### src/rtl/bp_nonsynth_io_cmd_arbiter_pkg.sv
`default_nettype none
// ============================================================================
// Module : bp_nonsynth_io_cmd_arbiter_pkg
// Brief  : Shared types and sizing helpers for the nonsynth I/O command arbiter.
// Rev    : 1.0  initial release
// ============================================================================
package bp_nonsynth_io_cmd_arbiter_pkg;

  typedef enum logic [0:0] {
    e_arb_idle = 1'b0,
    e_arb_lock = 1'b1
  } bp_io_arb_state_e;

  localparam int c_default_msg_width   = 64;
  localparam int c_default_max_credits = 4;

  // Bits needed to hold the values 0..n inclusive.
  function automatic int bsg_width(input int n);
    return $clog2(n + 1);
  endfunction

  // Pointer width for an n-entry storage; never narrower than one bit.
  function automatic int ptr_width(input int n);
    return (n <= 1) ? 1 : $clog2(n);
  endfunction

endpackage
`default_nettype wire

### src/rtl/bp_nonsynth_io_cmd_arbiter_tag_fifo.sv
`default_nettype none
// ============================================================================
// Module : bp_nonsynth_io_cmd_arbiter_tag_fifo
// Brief  : One-bit-wide, els_p-deep FIFO holding the issuing requester of
//          each outstanding command.
// Rev    : 1.0  initial release
// ============================================================================
module bp_nonsynth_io_cmd_arbiter_tag_fifo
  import bp_nonsynth_io_cmd_arbiter_pkg::*;
#(
  parameter int els_p = c_default_max_credits
) (
  input  logic clk_i,
  input  logic reset_i,
  input  logic data_i,
  input  logic v_i,
  input  logic yumi_i,
  output logic data_o,
  output logic v_o
);

  localparam int c_ptr_w = ptr_width(els_p);
  localparam int c_depth = 1 << c_ptr_w;
  localparam int c_cnt_w = bsg_width(els_p);
  localparam logic [c_ptr_w-1:0] c_last_ptr = c_ptr_w'(els_p - 1);

  logic [c_depth-1:0] r_mem;
  logic [c_ptr_w-1:0] r_rptr;
  logic [c_ptr_w-1:0] r_wptr;
  logic [c_cnt_w-1:0] r_count;

  function automatic logic [c_ptr_w-1:0] next_ptr(input logic [c_ptr_w-1:0] p);
    return (p == c_last_ptr) ? '0 : p + 1'b1;
  endfunction

  // The credit budget upstream keeps pushes from ever reaching a full FIFO.
  always_ff @(posedge clk_i) begin
    if (reset_i) begin
      r_mem   <= '0;
      r_rptr  <= '0;
      r_wptr  <= '0;
      r_count <= '0;
    end else begin
      if (v_i) begin
        r_mem[r_wptr] <= data_i;
        r_wptr        <= next_ptr(r_wptr);
      end
      if (yumi_i) begin
        r_rptr <= next_ptr(r_rptr);
      end
      case ({v_i, yumi_i})
        2'b10:   r_count <= r_count + 1'b1;
        2'b01:   r_count <= r_count - 1'b1;
        default: r_count <= r_count;
      endcase
    end
  end

  assign data_o = r_mem[r_rptr];
  assign v_o    = (r_count != '0);

endmodule
`default_nettype wire

### src/rtl/bp_nonsynth_io_cmd_arbiter.sv
`default_nettype none
// ============================================================================
// Module : bp_nonsynth_io_cmd_arbiter
// Brief  : Shares one nonsynth I/O command/response channel between the NBF
//          loader (requester 0) and a host/debug source (requester 1).
// Rev    : 1.0  initial release
// ============================================================================
module bp_nonsynth_io_cmd_arbiter
  import bp_nonsynth_io_cmd_arbiter_pkg::*;
#(
  parameter int cce_mem_msg_width_p = c_default_msg_width,
  parameter int max_credits_p       = c_default_max_credits,
  parameter int fixed_priority_p    = 0
) (
  input  logic                             clk_i,
  input  logic                             reset_i,
  input  logic                             freeze_i,

  input  logic [2*cce_mem_msg_width_p-1:0] req_cmd_i,
  input  logic [1:0]                       req_cmd_v_i,
  output logic [1:0]                       req_cmd_yumi_o,

  output logic [cce_mem_msg_width_p-1:0]   req_resp_o,
  output logic [1:0]                       req_resp_v_o,
  input  logic [1:0]                       req_resp_ready_i,

  output logic [cce_mem_msg_width_p-1:0]   io_cmd_o,
  output logic                             io_cmd_v_o,
  input  logic                             io_cmd_yumi_i,

  input  logic [cce_mem_msg_width_p-1:0]   io_resp_i,
  input  logic                             io_resp_v_i,
  output logic                             io_resp_ready_o,

  output logic                             credits_empty_o,
  output logic                             idle_o
);

  localparam int c_w      = cce_mem_msg_width_p;
  localparam int c_cred_w = bsg_width(max_credits_p);

  bp_io_arb_state_e          r_state;
  bp_io_arb_state_e          w_state_n;
  logic                      r_grant;
  logic                      r_last_grant;
  logic [c_w-1:0]            r_cmd;
  logic [c_cred_w-1:0]       r_count;

  logic                      w_winner;
  logic                      w_grant_start;
  logic                      w_cmd_fire;
  logic                      w_resp_fire;
  logic                      w_credits_full;
  logic                      w_credits_empty;
  logic                      w_tag_head;
  logic                      w_tag_v;

  assign w_credits_full  = (r_count == c_cred_w'(max_credits_p));
  assign w_credits_empty = (r_count == '0);

  if (fixed_priority_p != 0) begin : g_fixed_priority
    assign w_winner = ~req_cmd_v_i[0];
  end else begin : g_round_robin
    // On a tie the requester that did not win last time goes next.
    assign w_winner = (&req_cmd_v_i) ? ~r_last_grant : req_cmd_v_i[1];
  end

  always_comb begin
    w_state_n      = r_state;
    w_grant_start  = 1'b0;
    io_cmd_v_o     = 1'b0;
    req_cmd_yumi_o = 2'b00;
    w_cmd_fire     = 1'b0;
    case (r_state)
      e_arb_idle: begin
        if (!freeze_i && !w_credits_full && (|req_cmd_v_i)) begin
          w_grant_start = 1'b1;
          w_state_n     = e_arb_lock;
        end
      end
      e_arb_lock: begin
        io_cmd_v_o = req_cmd_v_i[r_grant] & ~w_credits_full;
        w_cmd_fire = io_cmd_v_o & io_cmd_yumi_i;
        if (w_cmd_fire) begin
          req_cmd_yumi_o[r_grant] = 1'b1;
          w_state_n               = e_arb_idle;
        end
      end
      default: w_state_n = e_arb_idle;
    endcase
  end

  // The granted command is captured so io_cmd_o stays stable for the lock.
  always_ff @(posedge clk_i) begin
    if (reset_i) begin
      r_state      <= e_arb_idle;
      r_grant      <= 1'b0;
      r_last_grant <= 1'b1;
      r_cmd        <= '0;
    end else begin
      r_state <= w_state_n;
      if (w_grant_start) begin
        r_grant <= w_winner;
        r_cmd   <= w_winner ? req_cmd_i[c_w +: c_w] : req_cmd_i[0 +: c_w];
      end
      if (w_cmd_fire) begin
        r_last_grant <= r_grant;
      end
    end
  end

  assign io_cmd_o = r_cmd;

  always_ff @(posedge clk_i) begin
    if (reset_i) begin
      r_count <= '0;
    end else begin
      case ({w_cmd_fire, w_resp_fire})
        2'b10:   r_count <= r_count + 1'b1;
        2'b01:   r_count <= r_count - 1'b1;
        default: r_count <= r_count;
      endcase
    end
  end

  bp_nonsynth_io_cmd_arbiter_tag_fifo #(
    .els_p(max_credits_p)
  ) u_tag_fifo (
    .clk_i  (clk_i),
    .reset_i(reset_i),
    .data_i (r_grant),
    .v_i    (w_cmd_fire),
    .yumi_i (w_resp_fire),
    .data_o (w_tag_head),
    .v_o    (w_tag_v)
  );

  // Responses return in issue order, so the FIFO head names the owner.
  assign req_resp_o      = io_resp_i;
  assign req_resp_v_o    = (io_resp_v_i & w_tag_v) ? (w_tag_head ? 2'b10 : 2'b01) : 2'b00;
  assign io_resp_ready_o = w_tag_v & req_resp_ready_i[w_tag_head];
  assign w_resp_fire     = io_resp_v_i & io_resp_ready_o;

  assign credits_empty_o = w_credits_empty;
  assign idle_o          = w_credits_empty & (r_state == e_arb_idle) & ~(|req_cmd_v_i);

`ifndef SYNTHESIS
  always_ff @(posedge clk_i) begin
    if (!reset_i) begin
      if (r_state == e_arb_lock) begin
        assert (req_cmd_v_i[r_grant])
          else $error("arbiter: granted requester dropped valid while locked");
      end
      assert (!io_cmd_yumi_i || io_cmd_v_o)
        else $error("arbiter: io_cmd_yumi_i without io_cmd_v_o");
      assert (!io_resp_v_i || w_tag_v)
        else $error("arbiter: io response with no command outstanding");
    end
  end
`endif

endmodule
`default_nettype wire
### config.mk
export PLATFORM = sky130hd
export DESIGN_NAME = bp_nonsynth_io_cmd_arbiter
export DESIGN_NICKNAME = d
export VERILOG_FILES = /design/src/rtl/bp_nonsynth_io_cmd_arbiter_pkg.sv /design/src/rtl/bp_nonsynth_io_cmd_arbiter_tag_fifo.sv /design/src/rtl/bp_nonsynth_io_cmd_arbiter.sv
export SDC_FILE = /design/constraint.sdc
export NUM_CORES = 1
export LEC_CHECK = 0
export BUFFER_PORTS_ARGS = -buffer_cell sky130_fd_sc_hd__buf_4
export CELL_PAD_IN_SITES_DETAIL_PLACEMENT = 1
export CELL_PAD_IN_SITES_GLOBAL_PLACEMENT = 1
export CORE_UTILIZATION = 26
export DETAILED_ROUTE_END_ITERATION = 12
export PLACE_DENSITY = 0.75
export SYNTH_ARGS = -nofsm -noshare
export SYNTH_HDL_FRONTEND = slang
export SYNTH_SLANG_ARGS = --single-unit
### constraint.sdc
create_clock -name clk_i -period 2.3 [get_ports clk_i]
set_input_delay 0.115 -clock clk_i [delete_from_list [all_inputs] [get_ports clk_i]]
set_output_delay 0.115 -clock clk_i [all_outputs]
set_load 0.03 [all_outputs]
== Yosys cells after proc, flatten, opt, wreduce, memory -nomap -nowiden ==
Index checks and enable logic that the tools add are counted.

* Divide/modulo/power cells: 0
* Reduce and logical (&&, ||, !) cells: 11
* Order comparisons: 6
* Equality and inequality tests: 5
* $mul: 0
* Bitwise operators: 11
* Shift operators: 0
* Add/sub/neg operators: 6
* Muxes and demuxes: 27

{| class="wikitable"
|+ Operators by type and width
! operator !! count
|-
| two-way mux 64 bit || 1
|-
| two-way mux 1 bit || 13
|-
| two-way mux 2 bit || 6
|-
| case mux 3 bit (2 select lines) || 2
|-
| AND 1 bit || 7
|-
| adder 3 x 1 -> 3 bit (second input constant) || 2
|-
| == test 2 bit (second input constant) || 3
|-
| less-than comparator 2 x 3 -> 1 bit (second input constant) || 2
|-
| subtractor 3 x 1 -> 3 bit (second input constant) || 2
|-
| adder 2 x 1 -> 2 bit (second input constant) || 2
|-
| bitwise mux 4 bit || 1
|-
| logical AND 1 bit || 4
|-
| less-than comparator 1 x 2 -> 1 bit (second input constant) || 2
|-
| inverter 1 bit || 4
|-
| == test 3 bit (second input constant) || 1
|-
| logical NOT 3 bit || 1
|-
| nonzero test 3 bit || 1
|-
| binary-select mux 1 bit (select 2 bit) || 1
|-
| demux 1 bit (select 2 bit) || 1
|-
| == test 2 x 1 -> 1 bit (second input constant) || 1
|-
| >= comparator 2 x 1 -> 1 bit (second input constant) || 1
|-
| logical NOT 1 bit || 2
|-
| case mux 1 bit (2 select lines) || 1
|-
| AND reduction 2 bit || 1
|-
| other kinds (4) || 4
|}

* Memories kept: 0
* Word-level logic and storage cells: 75
* Bits in registers: 81
* Latch bits: 0
* Bits in writable memories: 0
* Output and inout bits: 136
* ROM bits: 0
* Input bits: 201

== Logic depth before layout (Yosys ltp) ==
Gate-level depths: netlist of the first run.

* Depth in word-level cells: 8
* Depth in mapped cells: 9
* Depth with buffers taken out: 8

== Cells and area by module ==
Synthesis of the first run repeated with hierarchy kept, for this count alone.

* Cells, all modules: 546
* Area, all modules: 4,734.5 um^2

{| class="wikitable"
|+ By module, submodules not included
! module !! area an instance (um^2) !! seq. area each (um^2) !! cells each !! instances
|-
| bp_nonsynth_io_cmd_arbiter || 4,175.3 || 1,401.3 || 486 || 1
|-
| bp_nonsynth_io_cmd_arbiter_tag_fifo || 559.3 || 220.2 || 60 || 1
|}

== Worst setup path before layout of the first run ==
Ideal clock, no wire load.

* Path type: register -> register
* Start point: register u_tag_fifo.r_rptr[0]
* End point: register u_tag_fifo.r_count[2]
* Cell stages (with the launch flop): 9
* Arrival time: 2.421 ns
* Setup time: 0.071 ns
* Required time: 2.229 ns
* Slack: -0.192 ns
* Period minus slack after synthesis: 2.492 ns
* Path buffers: 0
* Path through: dfxtp_1 > mux4_2 > mux2i_4 > ha_1 > inv_1 > fa_1 > xor2_1 > or3_1 > a21oi_1

* Word-level cells in the longest chain between the ends: 8
* Elaborated cells on any way between the ends: 10
* Those cells by class: 2 x eq/ne; 5 x mux; 2 x bitwise; 1 x reduce/logical

{| class="wikitable"
|+ RTL lines
! item !! line !! source
|-
| start, declared || bp_nonsynth_io_cmd_arbiter_tag_fifo.sv:28 || <nowiki>logic [c_ptr_w-1:0] r_rptr;</nowiki>
|-
| start signal, assigned || bp_nonsynth_io_cmd_arbiter_tag_fifo.sv:49 || <nowiki>r_rptr <= next_ptr(r_rptr);</nowiki>
|-
| binary-select mux 1 bit (select 2 bit) * || bp_nonsynth_io_cmd_arbiter_tag_fifo.sv:59 || <nowiki>assign data_o = r_mem[r_rptr];</nowiki>
|-
| two-way mux 1 bit (not written as such) * || bp_nonsynth_io_cmd_arbiter_tag_fifo.sv:59 ||
|-
| two-way mux 1 bit (not written as such) * (2 in a row) || bp_nonsynth_io_cmd_arbiter.sv:141 || <nowiki>assign io_resp_ready_o = w_tag_v & req_resp_ready_i[w_tag_head];</nowiki>
|-
| AND 1 bit * || bp_nonsynth_io_cmd_arbiter.sv:141 ||
|-
| AND 1 bit * || bp_nonsynth_io_cmd_arbiter.sv:142 || <nowiki>assign w_resp_fire = io_resp_v_i & io_resp_ready_o;</nowiki>
|-
| via u_tag_fifo.yumi_i || bp_nonsynth_io_cmd_arbiter_tag_fifo.sv:17 || <nowiki>input logic yumi_i,</nowiki>
|-
| == test 2 x 1 -> 1 bit / == test 2 bit (equally long branches) || bp_nonsynth_io_cmd_arbiter_tag_fifo.sv:51 || <nowiki>case ({v_i, yumi_i})</nowiki>
|-
| case mux 3 bit (2 select lines) / nonzero test 2 bit (equally long branches) || n/a ||
|-
| end signal, assigned || bp_nonsynth_io_cmd_arbiter_tag_fifo.sv:52 || <nowiki>2'b10: r_count <= r_count + 1'b1;</nowiki>
|-
| end signal, assigned || bp_nonsynth_io_cmd_arbiter_tag_fifo.sv:53 || <nowiki>2'b01: r_count <= r_count - 1'b1;</nowiki>
|-
| end signal, assigned || bp_nonsynth_io_cmd_arbiter_tag_fifo.sv:54 || <nowiki>default: r_count <= r_count;</nowiki>
|-
| end, declared || bp_nonsynth_io_cmd_arbiter_tag_fifo.sv:30 || <nowiki>logic [c_cnt_w-1:0] r_count;</nowiki>
|}

Mark *: on every way through the listed nets, which the timed path passes. The rest lies on a longest branch. The select of a mux whose other input is x is not followed.
A chain may end at the register's enable or synchronous reset.

== Worst setup path in the final report of the first run ==
Ends and elaborated chain as after synthesis.

==> out/summary.md, run 1 <==
The flow ran to the end, but the final reports show violations. The checks that failed: setup timing. Cell internal power was estimated by the tool at 3.05 mW. In this run the worst hold path is classified as in -> reg. The run gives 4498 as the number of global-route vias before repair. The post-synthesis compound-gate area fraction was 0.261; the part of the power in the clock network was 0.375. Data on the critical path is required at its endpoint by 2.56 ns. Width of the chip: 138 um. The logs give 1.30 mW for the net switching component of the power and 426 MHz for the maximum clock frequency.

The vertical die dimension came out at 138 um. Hold repair after CTS inserted 0 buffers. The time the worst path needs with I/O delays and setup works out to 2.35 ns. The logs give -0.0455 ns for the final setup slack of the worst path and 19000 sq um for the full die area. The critical path is of the reg -> reg type. The first TritonRoute pass finished after 4 iterations.

The share of synthesized registers carrying an async set or reset works out to 0. Summing all placed instances gives a cell area of 6160 sq um. The root buffer cell chosen for the clock tree is sky130_fd_sc_hd__clkbuf_16.

The routed wire length per instance was 18.3 um; the cell area after synthesis was 4810 sq um. The tools report the endpoint kind of the worst setup timing path as a flip-flop. The setup total negative slack came out at -0.0729 ns.

The longest clock path from root to sink contains 2 buffers. The later pin in the worst-skew pair is clocked with a latency of 0.34 ns. For this block, the routed nets add up to 15.4 mm of wire. Among all flip-flop cells after synthesis, the most frequent one is sky130_fd_sc_hd__dfxtp_1. The proportion of power drawn by combinational gates is 0.262, and the number of enable-type register cells in the synthesized netlist is 0. For this run, design rule violations remaining after detail routing come to 0. In this run the count of I/O pins placed on the die edge is 337. The tools report the total track usage as 0.156. TritonCTS built the clock tree.

The launch instance of the worst register-to-register path is u_tag_fifo.r_rptr[0]. At the pin with the least slew margin, the transition time is 0.704 ns. The worst register-to-register path has a depth of 8. The proportion of synthesized area in mux cells is 0.163. The run gives 0.791 as the final weighted congestion in routability-driven placement. Once layout is done, the placed cells without fillers occupy 6530 sq um. CTS built an H-tree with a depth of 3. The CTS sink count was 81; the share of layout cells above drive strength 1 was 0.511. Part of the cycle the worst path needs: 1.02. STA classifies the critical path startpoint as a flip-flop. After floorplanning, the core was divided into 49 placement rows.

VDD sags by at most 0.000410 V. The synthesized instance count came out at 478. For the residual antenna-violating net count after detailed routing, the log shows 0. The run gives 816 as the number of nets in the finished design. The signal on the critical path passes through mux4_2, mux2i_4, ha_4, inv_2, fa_2, xor2_1, or3_1, a21oi_1. The xor and xnor area share after synthesis is 0.00729, and the hold violation count in the final report is 0. For the total congestion overflow after global routing, the log shows 0. For this run, the slowest stage of the critical path takes 0.56 ns. The synthesized net count is 687, and the sequential area share after synthesis is 0.337. Max-cap check violation count: 0. For the final database, setup skew stands at 0.00992 ns. The leakage power of the design is 2.66 nW. The clock edge transition at the registers on the reported setup and hold paths came out at 0.06 ns. Dividing total power by cell area gives a power density of 666 nW/um^2.

For the setup slack at placement, the log shows -0.0654 ns. Setup violations remaining at the end of the flow were counted as 2. After legalization and detailed placement, the total HPWL measured 11.5 mm. The count of final max-slew check failures is 0, and the critical-path maximum fanout is 2. The average vias per placed instance came out at 5.03. Leaving out fill and tap cells, the most frequent cell in the layout is sky130_fd_sc_hd__buf_4.

The run gives 0 as the number of antenna violations at the first check in global routing. In this run the worst setup path begins at u_tag_fifo.r_rptr[0]. The critical path ends at u_tag_fifo.r_count[2]. Setup repair after global routing could not meet its margin everywhere. The logs give 22.7 mm for the first-pass GRT wire length and 0 for the number of warnings reported in the yosys synthesis log. The cell with the biggest individual delay on the critical path was sky130_fd_sc_hd__mux4_2. STA puts the critical path data arrival time at 2.60 ns.

The worst hold path passes through 3 cells. The logs give 0.267 for the initial standard-cell utilization of the core and 135 for the DRC violation total after the first TritonRoute iteration. Largest family of logic cells by synthesized area: compound AO/OA/AOI/OAI gates. The logs give 0.139 ns for the smallest hold slack and 39 for the distinct cell type count of the synthesized netlist.

Worst slew margin relative to its limit: 0.531. The synthesized area per cell came out at 10.1 sq um. The detailed router placed 4230 vias in this run. For the maximum number of pins on one net before global-route repair, the log shows 67.

In the layout the commonest cells are sky130_fd_sc_hd__buf_4, sky130_fd_sc_hd__dfxtp_1, sky130_fd_sc_hd__mux2i_1. The core region area was 18000 sq um. For the CTS buffer count, the log shows 9. The switching part of the total was 0.300; the antenna diode count was 0. The sequential share of power is 0.363.

Relative to the synthesized area, the layout overhead comes to 35.8%. Synthesis inferred 81 register bits. The adder and majority cell fraction of the synthesized area was 0.0240.

The port buffer count came out at 208. The simple logic cell fraction of the synthesized area came out at 0.0495. The end of the worst register-to-register path was u_tag_fifo.r_count[2].

Flop-to-flop setup slack: -0.05 ns.
## routing by layer
metal	wire length, um	track usage	vias to the layer above
li1	-	-	1982
met1	5640	0.155	2038
met2	8210	0.300	164
met3	956	0.0329	46
met4	558	0.0833	0
met5	0	0	-
## power groups by stage
stage | Combinational, mW | Sequential, mW | Clock [mW]
final | 1.14 | 1.58 | 1.63
after global routing | 1.22 | 1.59 | 1.74
after CTS | 1.16 | 1.58 | 1.69
after detailed placement | 1.15 | 1.61 | 0
after global placement | 1.11 | 1.60 | 0
after floorplan | 0.685 | 1.80 | 0
## synthesized netlist by cell type (8+ instances only)
library cell / n / area [sq um]
sky130_fd_sc_hd__nor2_1: 11 / 41.3
sky130_fd_sc_hd__nand2b_1: 8 / 50.1
sky130_fd_sc_hd__a31oi_1: 65 / 407
sky130_fd_sc_hd__mux2i_1: 71 / 711
sky130_fd_sc_hd__inv_1: 9 / 33.8
sky130_fd_sc_hd__a211oi_1: 14 / 105
sky130_fd_sc_hd__dfxtp_1: 81 / 1620
sky130_fd_sc_hd__clkbuf_1: 29 / 109
sky130_fd_sc_hd__buf_4: 66 / 495
sky130_fd_sc_hd__buf_2: 11 / 55.1
sky130_fd_sc_hd__a211oi_2: 50 / 626
## sequential cells by signal (all words and copies together) (netlist names), 2 cells and up
register and cells:
io_cmd_o 64, r_count 3, u_tag_fifo.r_count 3, u_tag_fifo.r_mem 4, u_tag_fifo.r_rptr 2, u_tag_fifo.r_wptr 2
## kinds of logic after synthesis
logic type               Yosys count
AO/OA/AOI/OAI                    146
buffers and inverters            121
flip-flops                        81
multiplexers                      75
AND/OR/NAND/NOR                   43
adder cells (fa/ha/maj)            8
XOR/XNOR                           4
## worst max-delay path, delay by kind of cell, from the launching register on
| kind | cells | cell delay [ns] |
|---|---|---|
| and+or+nand+nor | 1 | 0.31 |
| xor gates and xnor gates | 1 | 0.16 |
| DFF | 1 | 0.34 |
| AOI/OAI and AO/OA | 1 | 0.14 |
| buffers and inverters | 1 | 0.05 |
| adders and majority gates | 2 | 0.49 |
| muxes | 2 | 0.78 |
## area by class of cell
cell class | count | area [sq um]
Clock inverter | 5 | 86.3
Fill cell | 2029 | 11500
Sequential cell | 81 | 1620
Timing Repair Buffer | 230 | 1780
Inverter | 9 | 33.8
Multi-Input combinational cell | 276 | 2470
Tap cell | 229 | 287
Clock buffer | 11 | 253
## worst min-delay path by stage
| stage | startpoint | endpoint | slack [ns] |
|---|---|---|---|
| 4_1_cts | req_cmd_i[60] | io_cmd_o[60] | 0.12 |
| 3_5_place_dp | io_resp_i[13] | req_resp_o[13] | 0.23 |
| 6_report | req_cmd_i[0] | io_cmd_o[0] | 0.14 |
| 3_3_place_gp | io_resp_i[13] | req_resp_o[13] | 0.23 |
| 2_1_floorplan | req_cmd_i[0] | io_cmd_o[0] | 0.35 |
| 5_1_grt | req_cmd_i[60] | io_cmd_o[60] | 0.14 |
## metrics by stage
stage	power, mW	instances	utilization
floorplan	2.48	478	-
global placement	2.71	822	0.342
detailed placement	2.76	822	0.342
CTS	4.42	840	0.361
global route	4.55	841	0.362
finish	4.35	841	0.362
## what timing repair did
| item | in CTS | in global routing |
|---|---|---|
| endpoints found under the setup margin | 2 | 3 |
| cloned | 0 | 0 |
| setup buffers | 2 | 1 |
| pin swaps | 0 | 0 |
| resized for setup | 0 | 2 |
| hold endpoints to repair | 0 | 0 |
(Power assumes the default switching activity.)
==> run 2, diff against run 1 <==
PLACE_DENSITY = 0.78   (was 0.75)
SYNTH_HIERARCHICAL = 1   (was not set)
==> run 2 against run 1 <==
The run still ends with setup timing left. Final cell count increased by 6.7%. Critical path type unchanged. Non-clock buffer count up 2. Critical path depth rose by 2. Via count is 6.7% higher. First-iteration DRC count up 1.5%. Largest power group is now sequential cells. Register-to-register slack worse by 0.18 ns. Setup slack got worse by 0.18 ns. Critical endpoint is now r_count[2]. Worst hold slack got worse by 0.097 ns. Global-route usage is 1.1 points higher. Synthesized cell count grew 14%.
==> out/summary.md, run 2 <==
The run finished, with violations left. The checks that failed: setup timing. The run gives 0 (unchanged) as the count of unresolved DRC violations after routing. The part of the power in the clock network came out at 0.364 (-0.011). The number of antenna violations at the first check in global routing is 0 (unchanged). The antenna diode count is 0 (unchanged). The logs give 10.7 mm (-6.8%) for the detailed-placement wirelength estimate and -0.461 ns (-0.388 ns) for the setup total negative slack. The worst vdd rail ir drop was 0.000313 V (-24%); the post-synthesis compound-gate area fraction was 0.291 (+0.0304).

The switching part of the total was 0.307 (+0.00708). Ranked by total cell area, the synthesized netlist is headed by sky130_fd_sc_hd__dfxtp_1, sky130_fd_sc_hd__a311oi_2, sky130_fd_sc_hd__nand2_1. The worst setup path is captured at a flip-flop. Core region area: 17500 sq um (-2.7%). The buffering stage count on the worst path with inverters included is 1 (unchanged), and the number of warnings reported in the yosys synthesis log is 6 (+6). The number of nets in the finished design is 880 (+7.8%), and the net switching component of the power is 1.32 mW (+0.93%). The tools report the flop-to-flop setup slack as -0.22 ns (-0.18 ns).

Setup repair after global routing could not meet its margin everywhere. The tools report the first-pass GRT wire length as 24.4 mm (+7.6%). The tree is rooted in a sky130_fd_sc_hd__clkbuf_16. Share of layout cells above drive strength 1: 0.472 (-0.0397). The full die area came out at 18800 sq um (-1.5%). The total congestion overflow after global routing came out at 0 (unchanged). The tools report the beginning of the worst hold path as req_cmd_i[15]. The most common library cell in the layout ignoring fill and taps is sky130_fd_sc_hd__buf_4. The run gives 2.58 ns (+0.02 ns) as the worst endpoint required time. By startpoint and endpoint, the worst setup path is classified as reg -> reg. The worst hold path depth was 3 (unchanged); the adder and majority cell fraction of the synthesized area was 0.0270 (+0.00300).

The critical-path maximum fanout came out at 3 (+1). For the sequential area share after synthesis, the log shows 0.342 (+0.00508). The simple logic cell fraction of the synthesized area was 0.149 (+0.0991). The distinct cell type count of the synthesized netlist came out at 36 (-7.7%).

The synthesized design spends more area on one cell type than any other, namely sky130_fd_sc_hd__dfxtp_1. For the maximum level of the CTS H-tree, the log shows 3 (unchanged). The tools report the sequential share of power as 0.368 (+0.005). The port buffer count was 208 (unchanged); the measured slew at the worst slew-check pin was 1.08 ns (+0.378 ns). The average vias per placed instance was 5.03 (about the same); the count of hold-fix buffers inserted at cts was 0 (unchanged).

Number of I/O pins: 337 (unchanged). Ranked by instance count, the synthesized netlist is headed by sky130_fd_sc_hd__nand2_1, sky130_fd_sc_hd__dfxtp_1, sky130_fd_sc_hd__buf_4. The CTS sink count is 81 (unchanged).

STA classifies the critical path startpoint as a flip-flop. Among all stages on the critical path, the largest delay is contributed by sky130_fd_sc_hd__mux4_2. The final weighted congestion in routability-driven placement was 0.680 (-14%); the part of the cycle the worst path needs was 1.10 (+0.0774).

Xor and xnor area share after synthesis: 0.00740 (+0.000110). The vertical die dimension works out to 137 um (-0.73%). The time the worst path needs with I/O delays and setup came out at 2.52 ns (+0.178 ns).

The number of enable-type register cells in the synthesized netlist is 0 (unchanged). Worst hold endpoint: io_cmd_o[15]. The share of synthesized registers carrying an async set or reset is 0 (unchanged), and the cell area after layout is 6400 sq um (-2.0%). The run gives -0.224 ns (-0.178 ns) as the final setup slack of the worst path. The number of instances in the placed design is 883 (+7.4%). The tools report the cell area after synthesis as 4730 sq um (-1.5%).

The max-cap check violation count is 0 (unchanged), and the number of cell instances on the worst register-to-register path is 10 (+2). The clock edge transition at the registers on the reported setup and hold paths works out to 0.06 ns (about the same). The fill cell total of the finished layout was 2087 (+2.9%).

In this run the critical register-to-register path is launched from u_tag_fifo/r_rptr[0]. The number of iterations in the first detailed-routing pass is 4 (unchanged). The width of the chip was 137 um (-0.73%). For the design internal power, the log shows 2.97 mW (-2.4%).

The DRC violation total after the first TritonRoute iteration came out at 137 (+1.5%). TritonCTS built the clock tree. Number of flip-flops in the largest register: 64 (unchanged). The tools report the critical path arrival as 2.80 ns (+0.20 ns). Leakage power of the design: 2.67 nW (+0.24%). The synthesized net count is 756 (+10%). By area, the combinational part of the netlist is dominated by compound AO/OA/AOI/OAI gates.

The logs give 68 (+1.5%) for the maximum number of pins on one net before global-route repair and 0 (unchanged) for the count of final max-slew check failures. The cell area after placement is 6060 sq um (-1.6%). The worst slew margin relative to its limit was 0.279 (-0.252); the area share of the leading cell type in the synthesized netlist was 0.342 (+0.00508). The maximum clock insertion buffer count is 2 (unchanged).

The routed wire length per instance came out at 17.8 um (-2.5%). The most frequent cell after synthesis is sky130_fd_sc_hd__nand2_1. The number of global-route vias before repair came out at 4742 (+5.4%). The cell row count was 48 (-2.0%); the ratio of total power to cell area was 670 nW/um^2 (+0.58%). For the number of setup violations in the final report, the log shows 3 (+1).

The initial standard-cell utilization of the core is 0.270 (+0.00335). The path class of the tightest hold or removal check is in -> reg. The delay of the slowest critical-path stage is 0.53 ns (-0.03 ns). The number of vias in the routed layout was 4512 (+6.7%). Final wirelength: 16.0 mm (+4.0%). The logs give 546 (+14%) for the synthesized instance count and 0 (unchanged) for the hold violation count in the final report. The family with the most delay on the worst path is multiplexers.

The clock latency on the worst-skew pair is 0.34 ns (about the same), and the synthesized area per cell is 8.67 sq um (-14%). Walking the worst path, the cells encountered are mux4_2, mux2i_2, nor2b_4, and2_4, ha_4, inv_2, fa_2, xor2_2, or3_4, a21oi_2. The synthesis-to-layout area growth was 35.1%; the CTS buffer count was 9 (unchanged). The setup clock skew after layout came out at 0.00308 ns (-0.00684 ns).

The primary flip-flop cell chosen by synthesis mapping was sky130_fd_sc_hd__dfxtp_1. The maximum clock frequency was 396 MHz (-7.1%). The residual antenna-violating net count after detailed routing was 0 (unchanged). The proportion of synthesized area in mux cells was 0.0153 (-0.147); the setup slack at placement was -0.285 ns (-0.219 ns).

End of the worst register-to-register path: r_count[2]. The number of synthesized register bits came out at 81 (unchanged). The library cells used most frequently in the layout, excluding fill and tap cells, are sky130_fd_sc_hd__buf_4, sky130_fd_sc_hd__nand2_1, sky130_fd_sc_hd__dfxtp_1. The run gives 0.168 (+0.0115) as the total track usage. The proportion of power drawn by combinational gates was 0.268 (+0.006); the filler-free cell count of the finished design was 897 (+6.7%).
==> run 2: power by group through the flow <==
stage                     Clock [mW]  Sequential (mW)  Combinational (mW)
after floorplan                    0             1.81               0.690
after global placement             0             1.60                1.14
after detailed placement           0             1.61                1.16
after CTS                       1.61             1.58                1.16
after global routing            1.66             1.59                1.23
final                           1.56             1.58                1.15
==> run 2: area by class of cell <==
| class | count | area (sq um) | share of cell area |
|---|---|---|---|
| Tap cell | 225 | 282 | 0.0440 |
| Inverter | 10 | 37.5 | 0.00587 |
| Clock buffer | 10 | 239 | 0.0373 |
| Sequential cell | 81 | 1620 | 0.254 |
| Multi-Input combinational cell | 336 | 2390 | 0.374 |
| Clock inverter | 3 | 67.6 | 0.0106 |
| Timing Repair Buffer | 232 | 1750 | 0.274 |
==> run 2: worst max-delay path by stage <==
stage / start / to / slack, ns / cells after the start
floorplan: u_tag_fifo/r_rptr[0] / r_count[2] / -0.30 / 10
global placement: u_tag_fifo/r_rptr[0] / u_tag_fifo/r_count[2] / -0.23 / 9
detailed placement: u_tag_fifo/r_rptr[0] / u_tag_fifo/r_count[2] / -0.28 / 9
CTS: u_tag_fifo/r_rptr[0] / r_count[2] / -0.22 / 10
global route: u_tag_fifo/r_rptr[0] / r_count[2] / -0.32 / 10
finish: u_tag_fifo/r_rptr[0] / r_count[2] / -0.22 / 10
==> run 2: through the flow <==
| stage | utilization | total power [mW] | hold slack (ns) |
|---|---|---|---|
| final | 0.365 | 4.29 | 0.0418 |
| after global routing | 0.365 | 4.48 | 0.0491 |
| after CTS | 0.364 | 4.34 | 0.0312 |
| after detailed placement | 0.346 | 2.76 | 0.230 |
| after global placement | 0.346 | 2.74 | 0.230 |
| after floorplan | - | 2.50 | 0.184 |
==> run 2: cells by family after synthesis <==
logic type      Yosys count
compound gates          145
buf+inv                 129
mux                       6
simple gates            172
fa+ha+maj                 9
flops                    81
xor+xnor                  4
==> run 2: timing repair <==
item | 4_1_cts | 5_1_grt
setup buffers | 1 | 0
endpoints found under the hold margin | 0 | 0
resized for setup | 3 | 3
pin swaps | 1 | 2
setup endpoints to repair | 4 | 4
==> run 2: tightest hold or removal path: cells and delay by family <==
family	cells	cell delay, ns
buffers and inverters	1	0.11
AND/OR/NAND/NOR	1	0.04
AO/OA/AOI/OAI	1	0.07
==> run 2: layer usage <==
metal	vias to the layer above	routed length (um)	global-route usage
met5	-	0	0
met4	0	573	0.0940
met3	37	1020	0.0419
met2	165	8050	0.295
met1	2172	6340	0.183
li1	2138	-	-
==> run 3, diff against run 2 <==
CORE_UTILIZATION = 28   (was 26)
PLACE_DENSITY = 0.79   (was 0.78)
clock period = 2.7 ns   (was 2.3 ns; I/O delays follow)
==> run 3 against run 2 <==
The flow now finishes without violations. First-iteration DRC count is 6.6% higher. Sequential share of layout area is 0.38 points higher. Maximum frequency is 3.4% lower. Non-clock buffer count is 13 lower. Combinational power is 16% lower. Flip-flop and latch count stayed put. Critical endpoint unchanged.
==> out/summary.md, run 3 (synthesized netlist as in run 2, its figures left out) <==
The flow ran to the end, and the final reports show no timing, DRC or antenna violations. The clock latency on the worst-skew pair was 0.34 ns (about the same). TritonCTS built the clock tree.

The category of the critical setup timing path was reg -> reg. The run gives 337 (unchanged) as the number of I/O pins. The sequential share of power is 0.371 (+0.003), and the setup total negative slack is 0 ns (+0.461 ns).

The vertical die dimension was 132 um (-3.6%); the proportion of power drawn by combinational gates was 0.265 (-0.003). In the layout the commonest cells are sky130_fd_sc_hd__buf_4, sky130_fd_sc_hd__nand2_1, sky130_fd_sc_hd__dfxtp_1. Switching part of the total: 0.310 (+0.00294). The time the worst path needs with I/O delays and setup is 2.61 ns (+0.0880 ns). STA classifies the critical path startpoint as a flip-flop.

The min-delay analysis places its worst path in the category in -> reg. The critical path arrival was 2.89 ns (+0.09 ns); the clock edge transition at the registers on the reported setup and hold paths was 0.06 ns (about the same). For the number of setup violations in the final report, the log shows 0 (-3). The max-cap check violation count was 0 (unchanged). The most common library cell in the layout ignoring fill and taps is sky130_fd_sc_hd__buf_4. The number of flip-flops in the largest register came out at 64 (unchanged). The measured slew at the worst slew-check pin was 1.09 ns (+0.00756 ns). Setup repair after global routing left no endpoint under its margin.

For the final core utilization, the log shows 0.381 (+0.0163). The tools report the setup slack at placement as 0.00413 ns (+0.289 ns). The net switching component of the power is 1.13 mW (-14%). The count of unresolved DRC violations after routing was 0 (unchanged). The run gives 10.3 mm (-3.8%) as the detailed-placement wirelength estimate. The CTS buffer count is 9 (unchanged), and the number of iterations in the first detailed-routing pass is 4 (unchanged). The ratio of total power to cell area came out at 578 nW/um^2 (-14%).

For the residual antenna-violating net count after detailed routing, the log shows 0 (unchanged). The logs give 2.62 nW (-2.1%) for the leakage power of the design and 867 (-1.5%) for the number of nets in the finished design. The logs give 0 (unchanged) for the count of final max-slew check failures and 0 (unchanged) for the antenna diode count. Average vias per placed instance: 5.19 (+3.2%). Port buffer count: 208 (unchanged). The part of the cycle the worst path needs works out to 0.967 (-0.130).

The maximum level of the CTS H-tree is 3 (unchanged), and the DRC violation total after the first TritonRoute iteration is 146 (+6.6%). The logs give 0 (unchanged) for the count of hold-fix buffers inserted at cts and 2.51 mW (-16%) for the design internal power. For the worst vdd rail ir drop, the log shows 0.000321 V (+2.6%). The first-pass GRT wire length was 25.0 mm (+2.5%); the cell area after layout was 6300 sq um (-1.6%). The maximum clock insertion buffer count was 2 (unchanged).

The setup clock skew after layout is 0.00908 ns (+0.00600 ns), and the cell row count is 47 (-2.1%). The logs give 0 (unchanged) for the hold violation count in the final report and 15.7 mm (-1.9%) for the final wirelength. The fill cell total of the finished layout is 1974 (-5.4%), and the width of the chip is 132 um (-3.6%).

Total congestion overflow after global routing: 0 (unchanged). The synthesis-to-layout area growth works out to 33.0%. The tree is rooted in a sky130_fd_sc_hd__clkbuf_16.

The initial standard-cell utilization of the core is 0.287 (+0.0165), and the share of layout cells above drive strength 1 is 0.452 (-0.0201). The part of the power in the clock network was 0.364 (about the same). The core region area was 16500 sq um (-5.8%); the number of global-route vias before repair was 4924 (+3.8%). The cell area after placement is 5940 sq um (-2.0%). Endpoint kind of the worst setup timing path: a flip-flop. The final weighted congestion in routability-driven placement is 0.737 (+8.3%). The number of vias in the routed layout was 4577 (+1.4%). For the final setup slack of the worst path, the log shows 0.0885 ns (+0.312 ns).

The tools report the maximum clock frequency as 383 MHz (-3.4%). The run gives 3.64 mW (-15%) as the post-layout total power. The maximum number of pins on one net before global-route repair was 68 (unchanged); the CTS sink count was 81 (unchanged).

The critical-path maximum fanout is 3 (unchanged). The tools report the worst slew margin relative to its limit as 0.274 (-0.00504). The run gives 0.180 (+0.0126) as the total track usage.

The number of antenna violations at the first check in global routing was 0 (unchanged). The routed wire length per instance came out at 17.8 um (-0.25%). The full die area came out at 17400 sq um (-7.0%).

For the worst endpoint required time, the log shows 2.98 ns (+0.40 ns).
## run 3: cell types whose count changed in the layout (fill, tap and decap cells not counted), sizes merged
cell,previous run,this run
buf,232,219
clkinv,0,3
## run 3: power groups by stage
stage | Combinational (mW) | Sequential (mW) | Clock [mW]
after floorplan | 0.586 | 1.54 | 0
after global placement | 0.954 | 1.37 | 0
after detailed placement | 0.967 | 1.38 | 0
after CTS | 0.971 | 1.35 | 1.37
after global routing | 1.03 | 1.36 | 1.41
final | 0.965 | 1.35 | 1.32
## run 3: cell type report
type / instances / area, sq um / area share
Tap cell: 220 / 275 / 0.0437
Clock buffer: 10 / 229 / 0.0364
Timing Repair Buffer: 219 / 1670 / 0.265
Sequential cell: 81 / 1620 / 0.258
Inverter: 10 / 37.5 / 0.00596
Multi-Input combinational cell: 336 / 2380 / 0.378
Clock inverter: 6 / 82.6 / 0.0131
## run 3: worst paths after layout
path         depth (start not counted)                 start                   to  slack [ns]
min reg2reg                          2   u_tag_fifo/r_mem[0]  u_tag_fifo/r_mem[0]        0.47
max                                 10  u_tag_fifo/r_rptr[0]           r_count[2]        0.09
min                                  3         req_cmd_i[23]         io_cmd_o[23]        0.07
max reg2reg                         10  u_tag_fifo/r_rptr[0]           r_count[2]        0.09
## run 3: repair_timing
action                                  CTS  global route
setup buffers                             1             1
gates resized for setup                   2             4
endpoints found under the setup margin    1             2
pin swaps                                 0             2
## run 3: per-layer routing
metal | track usage | wire length (um)
met1 | 0.195 | 6300
met2 | 0.325 | 8040
met3 | 0.0531 | 1020
met4 | 0.0775 | 315
met5 | 0 | 0
## run 3: critical path, cell delays in order, from the launching register on
cell	delay, ns
sky130_fd_sc_hd__dfxtp_2	0.34
sky130_fd_sc_hd__mux4_2	0.56
sky130_fd_sc_hd__mux2i_4	0.22
sky130_fd_sc_hd__nor2b_4	0.11
sky130_fd_sc_hd__and2_4	0.18
sky130_fd_sc_hd__ha_4	0.14
sky130_fd_sc_hd__inv_1	0.05
sky130_fd_sc_hd__fa_2	0.33
sky130_fd_sc_hd__xor2_1	0.16
sky130_fd_sc_hd__or3_1	0.34
sky130_fd_sc_hd__a21oi_2	0.12
## run 3: per-stage QoR
stage / hold slack [ns] / instances
CTS: 0.0533 / 881
detailed placement: 0.270 / 864
global placement: 0.270 / 864
floorplan: 0.204 / 546
finish: 0.0684 / 882
global route: 0.0687 / 882
